===== src/rtl/mips_fetch_stage.sv =====
// mips_fetch_stage
// Instruction-fetch stage plus IF/ID pipeline register of the pipelined MIPS
// core. It owns the program counter and drives the instruction-memory address.
// It registers the fetched word and its PC+4 for decode. It also resolves
// control-flow redirects requested by the instruction currently in EX.
//
// Ports:
//   clk, rst_n      clock, asynchronous active-low reset
//   stall           hazard-unit hold request; freezes PC and IF/ID
//   ex_pc_src_sel   PCSRC_* code of the EX instruction
//   ex_br_taken     branch condition from EX (used with PCSRC_BT only)
//   ex_pc_plus4     PC+4 of the EX instruction
//   ex_imm16        EX instruction [15:0]
//   ex_imm26        EX instruction [25:0]
//   ex_rs_val       forwarded rs value for JR/JALR
//   imem_addr       current PC (combinational from the PC register)
//   imem_rdata      instruction at imem_addr, same-cycle read
//   if_id_instr     registered instruction to decode
//   if_id_pc_plus4  registered PC+4 of if_id_instr
//   if_id_valid     1 = if_id_instr is a real fetched instruction
//   flush_id        1 in any cycle a redirect is taken
//   fetch_misalign  sticky flag: a redirect target had bits [1:0] != 0
module mips_fetch_stage #(
  parameter logic [31:0] RESET_PC = 32'h0000_3000,
  parameter logic [31:0] NOP_WORD = 32'h0000_0000
) (
  input  logic        clk,
  input  logic        rst_n,
  input  logic        stall,
  input  logic [2:0]  ex_pc_src_sel,
  input  logic        ex_br_taken,
  input  logic [31:0] ex_pc_plus4,
  input  logic [15:0] ex_imm16,
  input  logic [25:0] ex_imm26,
  input  logic [31:0] ex_rs_val,
  output logic [31:0] imem_addr,
  input  logic [31:0] imem_rdata,
  output logic [31:0] if_id_instr,
  output logic [31:0] if_id_pc_plus4,
  output logic        if_id_valid,
  output logic        flush_id,
  output logic        fetch_misalign
);

  typedef enum logic [2:0] {
    PCSRC_PLUS4 = 3'd0,
    PCSRC_BT    = 3'd1,
    PCSRC_JT    = 3'd2,
    PCSRC_JR    = 3'd3
  } pcsrc_e;

  logic [31:0] pc;
  logic [31:0] pc_plus4;
  logic [31:0] target;
  logic        redirect;

  assign pc_plus4  = pc + 32'd4;  // wraps modulo 2^32 with no flag
  assign imem_addr = pc;
  assign flush_id  = redirect;

  // Target selection; PLUS4 and undefined codes never redirect.
  always_comb begin
    target   = '0;
    redirect = 1'b0;
    case (ex_pc_src_sel)
      PCSRC_BT: begin
        target   = ex_pc_plus4 + {{14{ex_imm16[15]}}, ex_imm16, 2'b00};
        redirect = ex_br_taken;
      end
      PCSRC_JT: begin
        target   = {ex_pc_plus4[31:28], ex_imm26, 2'b00};
        redirect = 1'b1;
      end
      PCSRC_JR: begin
        target   = ex_rs_val;
        redirect = 1'b1;
      end
      default: begin
        target   = '0;
        redirect = 1'b0;
      end
    endcase
  end

  // A redirect overrides stall: the wrong-path word in IF becomes a bubble.
  always_ff @(posedge clk or negedge rst_n) begin
    if (!rst_n) begin
      pc             <= RESET_PC;
      if_id_instr    <= NOP_WORD;
      if_id_pc_plus4 <= '0;
      if_id_valid    <= 1'b0;
    end else if (redirect) begin
      pc             <= target;
      if_id_instr    <= NOP_WORD;
      if_id_pc_plus4 <= '0;
      if_id_valid    <= 1'b0;
    end else if (!stall) begin
      pc             <= pc_plus4;
      if_id_instr    <= imem_rdata;
      if_id_pc_plus4 <= pc_plus4;
      if_id_valid    <= 1'b1;
    end
  end

  always_ff @(posedge clk or negedge rst_n) begin
    if (!rst_n) begin
      fetch_misalign <= 1'b0;
    end else if (redirect && (target[1:0] != 2'b00)) begin
      fetch_misalign <= 1'b1;
    end
  end

endmodule


===== config.mk =====
export PLATFORM = sky130hd
export DESIGN_NAME = mips_fetch_stage
export DESIGN_NICKNAME = d
export VERILOG_FILES = /design/src/rtl/mips_fetch_stage.sv
export SDC_FILE = /design/constraint.sdc
export NUM_CORES = 1
export LEC_CHECK = 0
export BUFFER_PORTS_ARGS = -buffer_cell sky130_fd_sc_hd__clkbuf_2
export CAP_MARGIN = 15
export CORE_ASPECT_RATIO = 2
export CORE_MARGIN = 2
export CORE_UTILIZATION = 34
export CTS_CLUSTER_DIAMETER = 30
export CTS_CLUSTER_SIZE = 14
export DETAILED_ROUTE_END_ITERATION = 12
export GPL_ROUTABILITY_DRIVEN = 0
export GPL_TIMING_DRIVEN = 0
export PLACE_DENSITY = 0.69
export SYNTH_ARGS = -nofsm -noshare
export SYNTH_HDL_FRONTEND = slang
export SYNTH_SLANG_ARGS = --single-unit

===== constraint.sdc =====
create_clock -name clk -period 2.2 [get_ports clk]
set_input_delay 0.44 -clock clk [delete_from_list [all_inputs] [get_ports clk]]
set_output_delay 0.44 -clock clk [all_outputs]
set_load 0.005 [all_outputs]

---- Word level (Yosys, flattened, before mapping) ----
Index checks and enable logic that the tools add are counted.
word-level totals
  register bits after elaboration ......... 98
operators by class
  $add $sub $neg .......................... 2
  equal/unequal tests ..................... 4
  muxes and demuxes ....................... 9
  reductions and logical operators ........ 3
operator list
  kind                   count
  $mux 32                5
  $pmux 32 s3            1
  $add 32x3->32 const B  1
  $add 32x32->32         1
  $eq 3x2->1 const B     2
  $eq 3x1->1 const B     1
  $mux 1                 2
  $ne 2x1->1 const B     1
  $pmux 1 s2             1
  $reduce_bool 2->1      1
  $reduce_or 2->1        1
  $logic_and 1x1->1      1

---- Depth between registers and ports, before layout ----
Gate-level depths: netlist of the first run.
  depth after elaboration ................. 4
  mapped depth ............................ 10
  depth with buffers taken out ............ 10

---- Worst setup path after synthesis of the first run ----
Ideal clock, no wire load.
  path kind ............................... input port to flip-flop
  start point ............................. in ex_pc_plus4[2]
  end point ............................... reg pc[30], in the netlist imem_addr[30]
  setup time .............................. 0.077 ns
  arrival time ............................ 2.322 ns
  data required time ...................... 2.123 ns
  setup slack ............................. -0.200 ns
  stages on the path ...................... 10
  cell sequence ........................... ha_1 inv_1 fa_1 nor2b_1 o31ai_2 a211o_1 a2111oi_2 o21bai_1 xor2_1 a21oi_1
on the way
  cells in the longest elaborated chain, start to end .. 3
ends and longest elaborated chain
  item                  RTL line  source
  from (decl)           32        input logic [31:0] ex_pc_plus4,
  $add 32x32->32        67        target = ex_pc_plus4 + {{14{ex_imm16[15]}}, ex_imm16, 2'b00};
  $pmux 32 s3           65        case (ex_pc_src_sel)
  $mux 32               92        end else if (redirect) begin
  to (signal assigned)  93        pc <= target;
  to (signal assigned)  98        pc <= pc_plus4;
  to (decl)             52        logic [31:0] pc;
Every way passes these cells.
A chain may end at the register's enable or synchronous reset.

---- Final worst setup path of the first run ----
Ends and elaborated chain as after synthesis.

==> results of run 1 <==
==> what timing repair did <==
item	CTS	global route
pin swaps	9	20
hold buffers	0	0
endpoints found under the setup margin	24	22
setup buffers	5	7
resized for setup	31	52
==> how the worst min path moves through the flow <==
stage / from / end / slack, ps / depth (start not counted)
after detailed placement: if_id_valid / if_id_valid / 470 / 1
after CTS: rst_n / if_id_instr[27] / 90 / 1
after global routing: rst_n / if_id_instr[29] / 130 / 1
after floorplan: rst_n / fetch_misalign / 140 / 0
final: rst_n / if_id_pc_plus4[3] / 90 / 1
after global placement: if_id_valid / if_id_valid / 470 / 1
==> cell families after synthesis <==
| logic type | synth area share [%] |
|---|---|
| buffers and inverters | 4.84 |
| muxes | 9.04 |
| and+or+nand+nor | 18.9 |
| DFF | 33.9 |
| AOI/OAI and AO/OA | 18.7 |
| adders and majority gates | 5.46 |
| xor gates and xnor gates | 9.08 |
==> flip-flops by register name, indices dropped and copies added, names as in the netlist <==
register / flops
if_id_instr: 32
if_id_pc_plus4: 32
imem_addr: 32
fetch_misalign: 1
if_id_valid: 1
==> worst max-delay path: stages <==
cell and delay, ps:
buf_6 70, ha_4 130, inv_2 30, fa_2 360, nor2b_4 150, o31ai_4 90
a211o_1 330, a2111oi_4 450, o21bai_1 120, xor2_1 170, a21oi_1 80
==> layout by cell type (no fill, tap or decap), drive strengths merged, types with 3 or more instances in the layout <==
| cell type | Yosys | layout |
|---|---|---|
| xnor2 | 35 | 35 |
| buf | 30 | 45 |
| o21a | 4 | 4 |
| and3 | 10 | 10 |
| o21bai | 3 | 3 |
| nand2 | 69 | 69 |
| nor2 | 118 | 118 |
| nand2b | 3 | 3 |
| mux2 | 11 | 11 |
| dfrtp | 96 | 96 |
| or3 | 6 | 6 |
| a31oi | 7 | 7 |
| inv | 13 | 15 |
| clkbuf | 25 | 271 |
| nor2b | 4 | 4 |
| a211o | 3 | 3 |
| a22oi | 5 | 5 |
| a221oi | 6 | 6 |
| nor4 | 3 | 3 |
| a21oi | 68 | 68 |
| and4 | 5 | 5 |
| nand3 | 19 | 19 |
| and2 | 5 | 5 |
| a21o | 13 | 13 |
| mux2i | 53 | 53 |
| nand4 | 13 | 13 |
| nor3 | 18 | 18 |
| a32oi | 5 | 5 |
| o21ai | 40 | 40 |
| ha | 30 | 30 |
| or2 | 3 | 3 |
| xor2 | 40 | 40 |
| o211ai | 5 | 5 |
| a311oi | 3 | 3 |
| a211oi | 16 | 16 |
| o221ai | 5 | 5 |
==> where the power goes <==
part	switching, mW	internal, mW
Sequential	0.247	2.05
Combinational	1.11	0.943
Clock	0.730	0.927
Total	2.09	3.92
==> layout make-up <==
type / count / area [um^2] / share of cell area (%)
antenna: 1 / 2.50 / 0.0259
buffer: 51 / 359 / 3.72
clock buffer: 10 / 239 / 2.48
clock inverter: 6 / 73.8 / 0.765
inverter: 13 / 51.3 / 0.532
multi-input combinational: 655 / 4760 / 49.4
sequential: 98 / 2460 / 25.5
tap: 269 / 337 / 3.49
timing repair buffer: 255 / 1360 / 14.1
==> through the flow <==
step	utilization, %	worst slack, ps	power, mW	hold WS, ps	setup TNS, ps
floorplan	-	-86.5	3.41	144	-130
global placement	42.4	-731	4.19	475	-73470
detailed placement	42.6	-761	4.23	475	-23190
CTS	44.8	-60.7	5.97	87.4	-71.1
global route	46.1	-72.6	6.37	126	-163
finish	46.1	6.21	6.01	86.1	0
==> layer usage <==
layer	vias to the layer above	share of wire (%)
met5	-	0
met4	0	5.4
met3	66	4.7
met2	265	57
met1	3339	33
li1	3464	-
==> metrics, run 1 <==
Final Setup Violations=0; GR Util All Layers=22.1%; Crit path arrival time=2440 ps; clock tree buffer depth=2; drc violations=0; Tmin final=2190 ps; GRT busiest layer=met2; Post-Syn Area=7240 um^2; Worst Path Required=2440 ps; die width=~110 um; worst hold path type=primary input to asynchronous set/reset pin; max-cap violation count=0; TritonCTS clock tree=done; Post-synth ARST share=100%; Die Y=210 um; area leader, netlist=dfrtp_1; top-area cell type share of the netlist area=33.2%; RSZ-0062 raised after global routing=yes; cell count after synthesis=821; most common cell in the netlist=nor2_1; Most used DFF post-synth=dfrtp_1; share of layout cells above drive strength 1=35.8%; synth cell count leaders=nor2_1 (117), dfrtp_1 (96), nand2_1 (69); Critical Path Start=ex_pc_plus4[2]; initial antenna violation count=0; Initial DRC Count=316; CP Capture Type=register; R2R Setup Slk=70 ps; first-pass GRT wire length=roughly 38000 um; drt wl/cell=18.3 um; clock buffer count from CTS=9; Worst Setup Start Kind=primary input; met1 usage=between 20% and 30%; H-tree lvl count=3; Post-synth EDFFs=0; Syn Area/Cell=8.81 um^2; DP Area=about 8900 um^2; slew margin rel.=between 40% and 50%; Tcrit/Tclk final=between 90% and 100%; Clock Skew=roughly 12 ps; Max Clock Freq=roughly 460 MHz; gr ovfl total=0; Non-Filler Instances=approximately 1.4k; Yosys cell types=79; post-DP HPWL=20300 um; status=finished clean; clk sinks=98; clock slew at reported path FFs=80 ps; Critical path destination=imem_addr[30]; total wire length=roughly 25000 um; Layout area overhead=33.3%; fillers=2077; Worst-Margin Slew=about 790 ps; r2r endpoint=imem_addr[27]; FF-to-FF path depth=8; Yosys Warn Count=0; CP max FO=4; Rows=between 70 and 80; via count=7134; clk_lat worst skew=about 360 ps; leak pwr=4.62 nW; pwr dens=623 nW/um^2; met2 GRT Util=43.7%; Seq/Total Area, Yosys=33.9%; Critical R2R Launch=imem_addr[5]; initial core utilization=between 30% and 40%; vias per cell=5.25; Setup CP Type=primary input to register; nets@finish=1259; VDD IR max=0.397 mV; global routing usage on met3=about 3.2%; first-pass iteration count of the detailed router=5; fin. max-slew vios=0; largest cells by area after synthesis=dfrtp_1 (33%), mux2i_1 (7.3%), nor2_1 (6.1%); largest net degree at the start of global routing=63; number of cells after detailed placement=1333; Port Buf Inserts=242; vias in the first global route=7123; Finished Cell Area=9650 um^2; Yosys reg bits=98; Root Driver=clkbuf_16; die area=22500 um^2; syn nets=997; # IOs=244; DRT antenna net count=0; CORE AREA=20900 um^2; Hold Fails Final Rpt=0
No activity file was read; power rests on OpenSTA's default activity.
==> run 2, diff against run 1 <==
PLACE_DENSITY = 0.71   (was 0.69)
clock period = 1.8 ns   (was 2.2 ns; I/O delays follow)
==> run 2 against run 1 <==
The run now ends with setup timing left. Sequential share of layout area fell by 2.3 points. Combinational power rose by 42%. Clock power up 30%. Die area is the same. Worst hold slack worse by 77 ps. Global-route usage increased by 0.63 points. Largest power group is now combinational cells.
==> metrics, run 2 (synthesis results as in run 1) <==
CP Capture Type=register; Clock Skew=9.84 ps (-1.89 ps); Crit path arrival time=2440 ps (about the same); DP Area=9150 um^2 (+2.7%); Net Sw Frac=34.8% (+0.083 points); Setup CP Type=register to register; via count=7452 (+4.5%); Clock power frac=27.4% (-0.2 points); slew margin rel.=52.7% (+5.7 points); CP max FO=5 (+1); pwr dens=742 nW/um^2 (+19%); drc violations=0 (unchanged); Layout area overhead=46.8%; gr ovfl total=0 (unchanged); RSZ-0062 raised after global routing=yes; Crit-path slowest cell=or3_4; first-pass GRT wire length=39500 um (+3.6%); TritonCTS clock tree=done; vias per cell=5.29 (+0.68%); Die Y=210 um (unchanged); CORE AREA=20900 um^2 (unchanged); Non-Filler Instances=1409 (+3.8%); clk sinks=98 (unchanged); post-DP HPWL=20400 um (+0.53%); most numerous cell on the critical path=nand4_1; initial core utilization=34.6% (unchanged); combinational power share=37.1% (+2.9 points); multi-input combinational cell area=5210 um^2 (+9.4%); Buf/Inv on CP=0 (-2); initial antenna violation count=0 (unchanged); Final Util=50.8% (+4.7 points); largest net degree at the start of global routing=60 (-4.8%); Final Setup Violations=32 (+32); nets@finish=1311 (+4.1%); Tcrit/Tclk final=119%; VDD IR max=0.565 mV (+42%); Worst Setup Start Kind=register; Finished Cell Area=10600 um^2 (+10%); fillers=1930 (-7.1%); Tmin final=roughly 2100 ps; NetSw=2.74 mW (+31%); DRT antenna net count=0 (unchanged); total wire length=26100 um (+5.1%); Min Hold Slack=9.32 ps (-76.8 ps); fin. max-slew vios=0 (unchanged); status=finished with violations; Port Buf Inserts=242 (unchanged); delay-heaviest family, CP=simple AND/OR/NAND/NOR gates; commonest non-fill, non-tap cell in the layout=clkbuf_2; die area=22500 um^2 (unchanged); leak pwr=5.06 nW (+9.6%); Initial DRC Count=316 (unchanged); Worst Path Required=2100 ps (-340 ps); CP peak stage delay=510 ps (+60 ps); number of cells after detailed placement=1333 (unchanged); # IOs=244 (unchanged); clk_lat worst skew=360 ps (about the same); most frequent cells in the layout=clkbuf_2 (243), nor2_1 (108), dfrtp_1 (89), nand2_1 (57); worst setup margin=-343 ps (-349 ps); share of layout cells above drive strength 1=45.4% (+9.6 points); vias in the first global route=7596 (+6.6%); failing checks=setup timing; clock buffer count from CTS=9 (unchanged); Hold Fails Final Rpt=0 (unchanged); clock tree buffer depth=2 (unchanged); GR Util All Layers=22.7% (+0.63 points); clock slew at reported path FFs=80 ps (about the same); worst hold path type=primary input to asynchronous set/reset pin; Rows=75 (unchanged); drt wl/cell=18.5 um (+1.3%); Antenna Cells=0 (-1); cell internal pwr=5.14 mW (+31%); Worst-Margin Slew=710 ps (-84.9 ps); max-cap violation count=0 (unchanged); Root Driver=clkbuf_16; die width=107 um (unchanged); Sequential Area=2460 um^2 (+0.15%); Reg power frac=35.5% (-2.7 points); first-pass iteration count of the detailed router=6 (+1); Max Clock Freq=467 MHz; TNS Setup=-5990 ps (-5990 ps); CP Cell Sequence=nand4_1 -> or3_4 -> nor3_4 -> nand4_1 -> xor2_1 -> a22oi_2 -> o211a_1; H-tree lvl count=3 (unchanged); hold buffers post-CTS=0 (unchanged)
[run 2: path summary, 6_finish.rpt]
check                           slack (ps)               to           start  cells after the start
worst min-delay path                     9  if_id_instr[24]           rst_n                      1
worst max register to register        -340    imem_addr[27]    imem_addr[3]                      7
worst max-delay path                  -340    imem_addr[27]    imem_addr[3]                      7
max in group asynchronous             1100   if_id_instr[2]           rst_n                      2
min in group clk                       240  if_id_instr[24]  imem_rdata[24]                      3
worst min register to register         500      if_id_valid     if_id_valid                      1
[run 2: timing repair]
| action | 4_1_cts | 5_1_grt |
|---|---|---|
| cloned | 1 | 0 |
| endpoints found under the setup margin | 44 | 53 |
| pin swaps | 51 | 63 |
| setup buffers | 46 | 17 |
| resized for setup | 81 | 77 |
[run 2: through the flow]
step	power [mW]	setup slack, ps
4_1_cts	7.76	-331
3_5_place_dp	5.29	-962
6_report	7.88	-343
5_1_grt	8.30	-399
3_3_place_gp	5.23	-1050
2_1_floorplan	4.27	-415
[run 2: layout make-up]
cell class / count / area share, %
Tap cell: 269 / 3.17
Multi-Input combinational cell: 655 / 49.1
Timing Repair Buffer: 306 / 17.3
Buffer: 52 / 3.69
Clock buffer: 9 / 2.12
Sequential cell: 98 / 23.2
Inverter: 13 / 0.483
Clock inverter: 7 / 1.00
[run 2: power by group through the flow]
stage / logic [mW] / registers, mW / clock network (mW)
global placement: 2.40 / 2.83 / 0
finish: 2.92 / 2.80 / 2.16
CTS: 2.77 / 2.77 / 2.21
floorplan: 1.44 / 2.83 / 0
global route: 3.18 / 2.84 / 2.29
detailed placement: 2.44 / 2.85 / 0
[run 2: layer usage]
layer  share of wire, %  GRT usage [%]  vias to the layer above  wire, um
li1                   -              -                     3565         -
met1                 32           21.4                     3509      8450
met2                 56           44.5                      284     14600
met3                4.7           2.88                       94      1220
met4                6.8           14.4                        0      1780
met5                  0              0                        -         0
[run 2: worst register-to-register path, stage by stage, from the launching register on]
cell and delay, ps:
dfrtp_1 420, nand4_1 220, or3_4 510, nor3_4 260
nand4_1 150, xor2_1 190, a22oi_2 160, o211a_1 170
==> run 3, diff against run 2 <==
--- a/constraint.sdc
+++ b/constraint.sdc
@@ -3,2 +3,2 @@
 set_output_delay 0.36 -clock clk [all_outputs]
-set_load 0.005 [all_outputs]
+set_load 0.05 [all_outputs]
==> run 3 against run 2 <==
The run still ends with setup timing left. First-iteration DRC count fell by 24%. Clock skew rose by 1.3 ps. Total power rose by 13%. Combinational power rose by 35%. Sequential share of layout area rose by 0.55 points. Register-to-register slack barely moved. Critical path depth rose by 2. Sequential cell count did not move. Utilization fell by 1.0 points. Clock-buffer cell count did not move. Die area did not move. Sequential power barely moved.
==> metrics, run 3 (synthesis results as in run 1) <==
Root Driver=clkbuf_16; Die Y=210 um (unchanged); Worst Setup Start Kind=primary input; pre-CTS setup slack=-993 ps (-31.8 ps); vias per cell=5.32 (+0.50%); share of layout cells above drive strength 1=43.4% (-2.0 points); status=finished with violations; initial antenna violation count=0 (unchanged); Crit-path slowest cell=a221o_1; global routing usage on met3=2.10% (-0.77 points); Setup CP Type=primary input to register; drt wl/cell=18.7 um (+0.78%); Critical R2R Launch=imem_addr[3]; most frequent cells in the layout=clkbuf_2 (241), nor2_1 (108), dfrtp_1 (83), nand2_1 (62), a21oi_1 (56); Layout area overhead=43.8%; Clock Skew=11.2 ps (+1.33 ps); clk sinks=98 (unchanged); Critical Path Start=ex_imm16[15]; clk_lat worst skew=360 ps (about the same); met2 GRT Util=44.3% (-0.13 points); clock tree buffer depth=2 (unchanged); Rows=75 (unchanged); VDD IR max=0.573 mV (+1.5%); Clock power frac=24.4% (-3.0 points); gr ovfl total=0 (unchanged); Non-Filler Instances=1396 (-0.92%); CORE AREA=20900 um^2 (unchanged); clock slew at reported path FFs=80 ps (about the same); Final Setup Violations=35 (+9.4%); clock buffer count from CTS=9 (unchanged); CP max FO=15 (+10); RSZ-0062 raised after global routing=yes; Reg power frac=31.5% (-4.0 points); CP Capture Type=register; die width=107 um (unchanged); fin. max-slew vios=0 (unchanged); R2R Setup Slk=-330 ps (about the same); die area=22500 um^2 (unchanged); H-tree lvl count=3 (unchanged); leak pwr=4.94 nW (-2.4%); combinational power share=44.2% (+7.1 points); initial core utilization=34.6% (unchanged); Max Clock Freq=464 MHz (-0.57%); cell internal pwr=5.12 mW (-0.34%); vias in the first global route=7726 (+1.7%); drc violations=0 (unchanged); post-DP HPWL=20600 um (+0.90%); via count=7420 (-0.43%); Tcrit/Tclk final=120% (+0.68 points); GRT busiest layer=met2; commonest non-fill, non-tap cell in the layout=clkbuf_2; Worst Path Required=2040 ps (-60 ps); GR Util All Layers=22.8% (+0.10 points); nets@finish=1297 (-1.1%); DRT antenna net count=0 (unchanged); Net Sw Frac=42.5% (+7.7 points); first-pass iteration count of the detailed router=4 (-2); TritonCTS clock tree=done; CP Cell Sequence=clkbuf_8 -> ha_1 -> buf_2 -> nand4_1 -> inv_1 -> a221o_1 -> or2_4 -> a311o_1 -> o211a_1; Crit path arrival time=2400 ps (-40 ps); largest net degree at the start of global routing=52 (-13%); Tmin final=2160 ps (+12.2 ps); max-cap violation count=0 (unchanged); worst hold path type=primary input to asynchronous set/reset pin; Worst-Margin Slew=687 ps (-23.2 ps); NetSw=3.79 mW (+38%); slew margin rel.=54.2% (+1.5 points); first-pass GRT wire length=39800 um (+0.87%); Hold Fails Final Rpt=0 (unchanged); # IOs=244 (unchanged); number of cells after detailed placement=1333 (unchanged); Port Buf Inserts=242 (unchanged); worst setup margin=-355 ps (-12.2 ps); Initial DRC Count=241 (-24%); met1 usage=21.9% (+0.54 points); failing checks=setup timing; total wire length=26100 um (-0.15%); CP peak stage delay=400 ps (-110 ps); pwr dens=856 nW/um^2 (+15%)
run 3: cell types whose count changed in the layout (fill, tap and decap cells not counted), sizes merged:
cell and delta:
diode +1, clkinv -1, buf -13, clkinvlp +1
clkbuf -1
run 3: what timing repair did:
action | in CTS | in global routing
hold buffers | 0 | 0
resized for setup | 68 | 57
setup buffers | 34 | 15
pin swaps | 52 | 58
setup endpoints to repair | 37 | 44
run 3: power groups by stage:
stage | sequential [mW] | combinational [mW] | clock [mW]
floorplan | 3.87 | 1.45 | 0
global placement | 2.85 | 3.45 | 0
detailed placement | 2.87 | 3.49 | 0
CTS | 2.79 | 3.80 | 2.22
global route | 2.84 | 4.18 | 2.29
finish | 2.80 | 3.93 | 2.17
run 3: final timing paths:
path                                   end  depth (start not counted)
max                          imem_addr[27]                          9
min                        if_id_instr[29]                          1
max reg2reg                  imem_addr[27]                          7
min reg2reg                 fetch_misalign                          1
max in group asynchronous    imem_addr[21]                          2
min in group clk           if_id_instr[20]                          3
run 3: area by class of cell:
type,instances,area (um^2)
multi-input cells,655,5110
clock buffers,9,225
plain buffers,52,387
repair buffers,292,1720
flip-flops and latches,98,2470
inverters,13,53.8
diodes,1,2.50
clock inverters,7,108
well taps,269,337
fillers,2033,10500
run 3: metrics by stage:
| stage | instance area, um^2 | TNS [ps] | hold slack, ps | power [mW] | utilization [%] |
|---|---|---|---|---|---|
| floorplan | 7620 | -7290 | 64.4 | 5.32 | - |
| global placement | 9160 | -117160 | 481 | 6.30 | 43.8 |
| detailed placement | 9190 | -32940 | 474 | 6.36 | 43.9 |
| CTS | 10100 | -4850 | 79.0 | 8.81 | 48.2 |
| global route | 10400 | -9250 | 112 | 9.32 | 49.7 |
| finish | 10400 | -6440 | 67.8 | 8.91 | 49.7 |
run 3: critical path: cells and delay by family:
family | cells | cell delay, ps
buf+inv | 3 | 470
simple gates | 2 | 460
fa+ha+maj | 1 | 280
compound gates | 3 | 820
run 3: metal layers:
metal / vias up / routed length (um)
met3: 87 / 1010
met4: 0 / 1910
met5: - / 0
li1: 3547 / -
met2: 251 / 14600
met1: 3535 / 8570
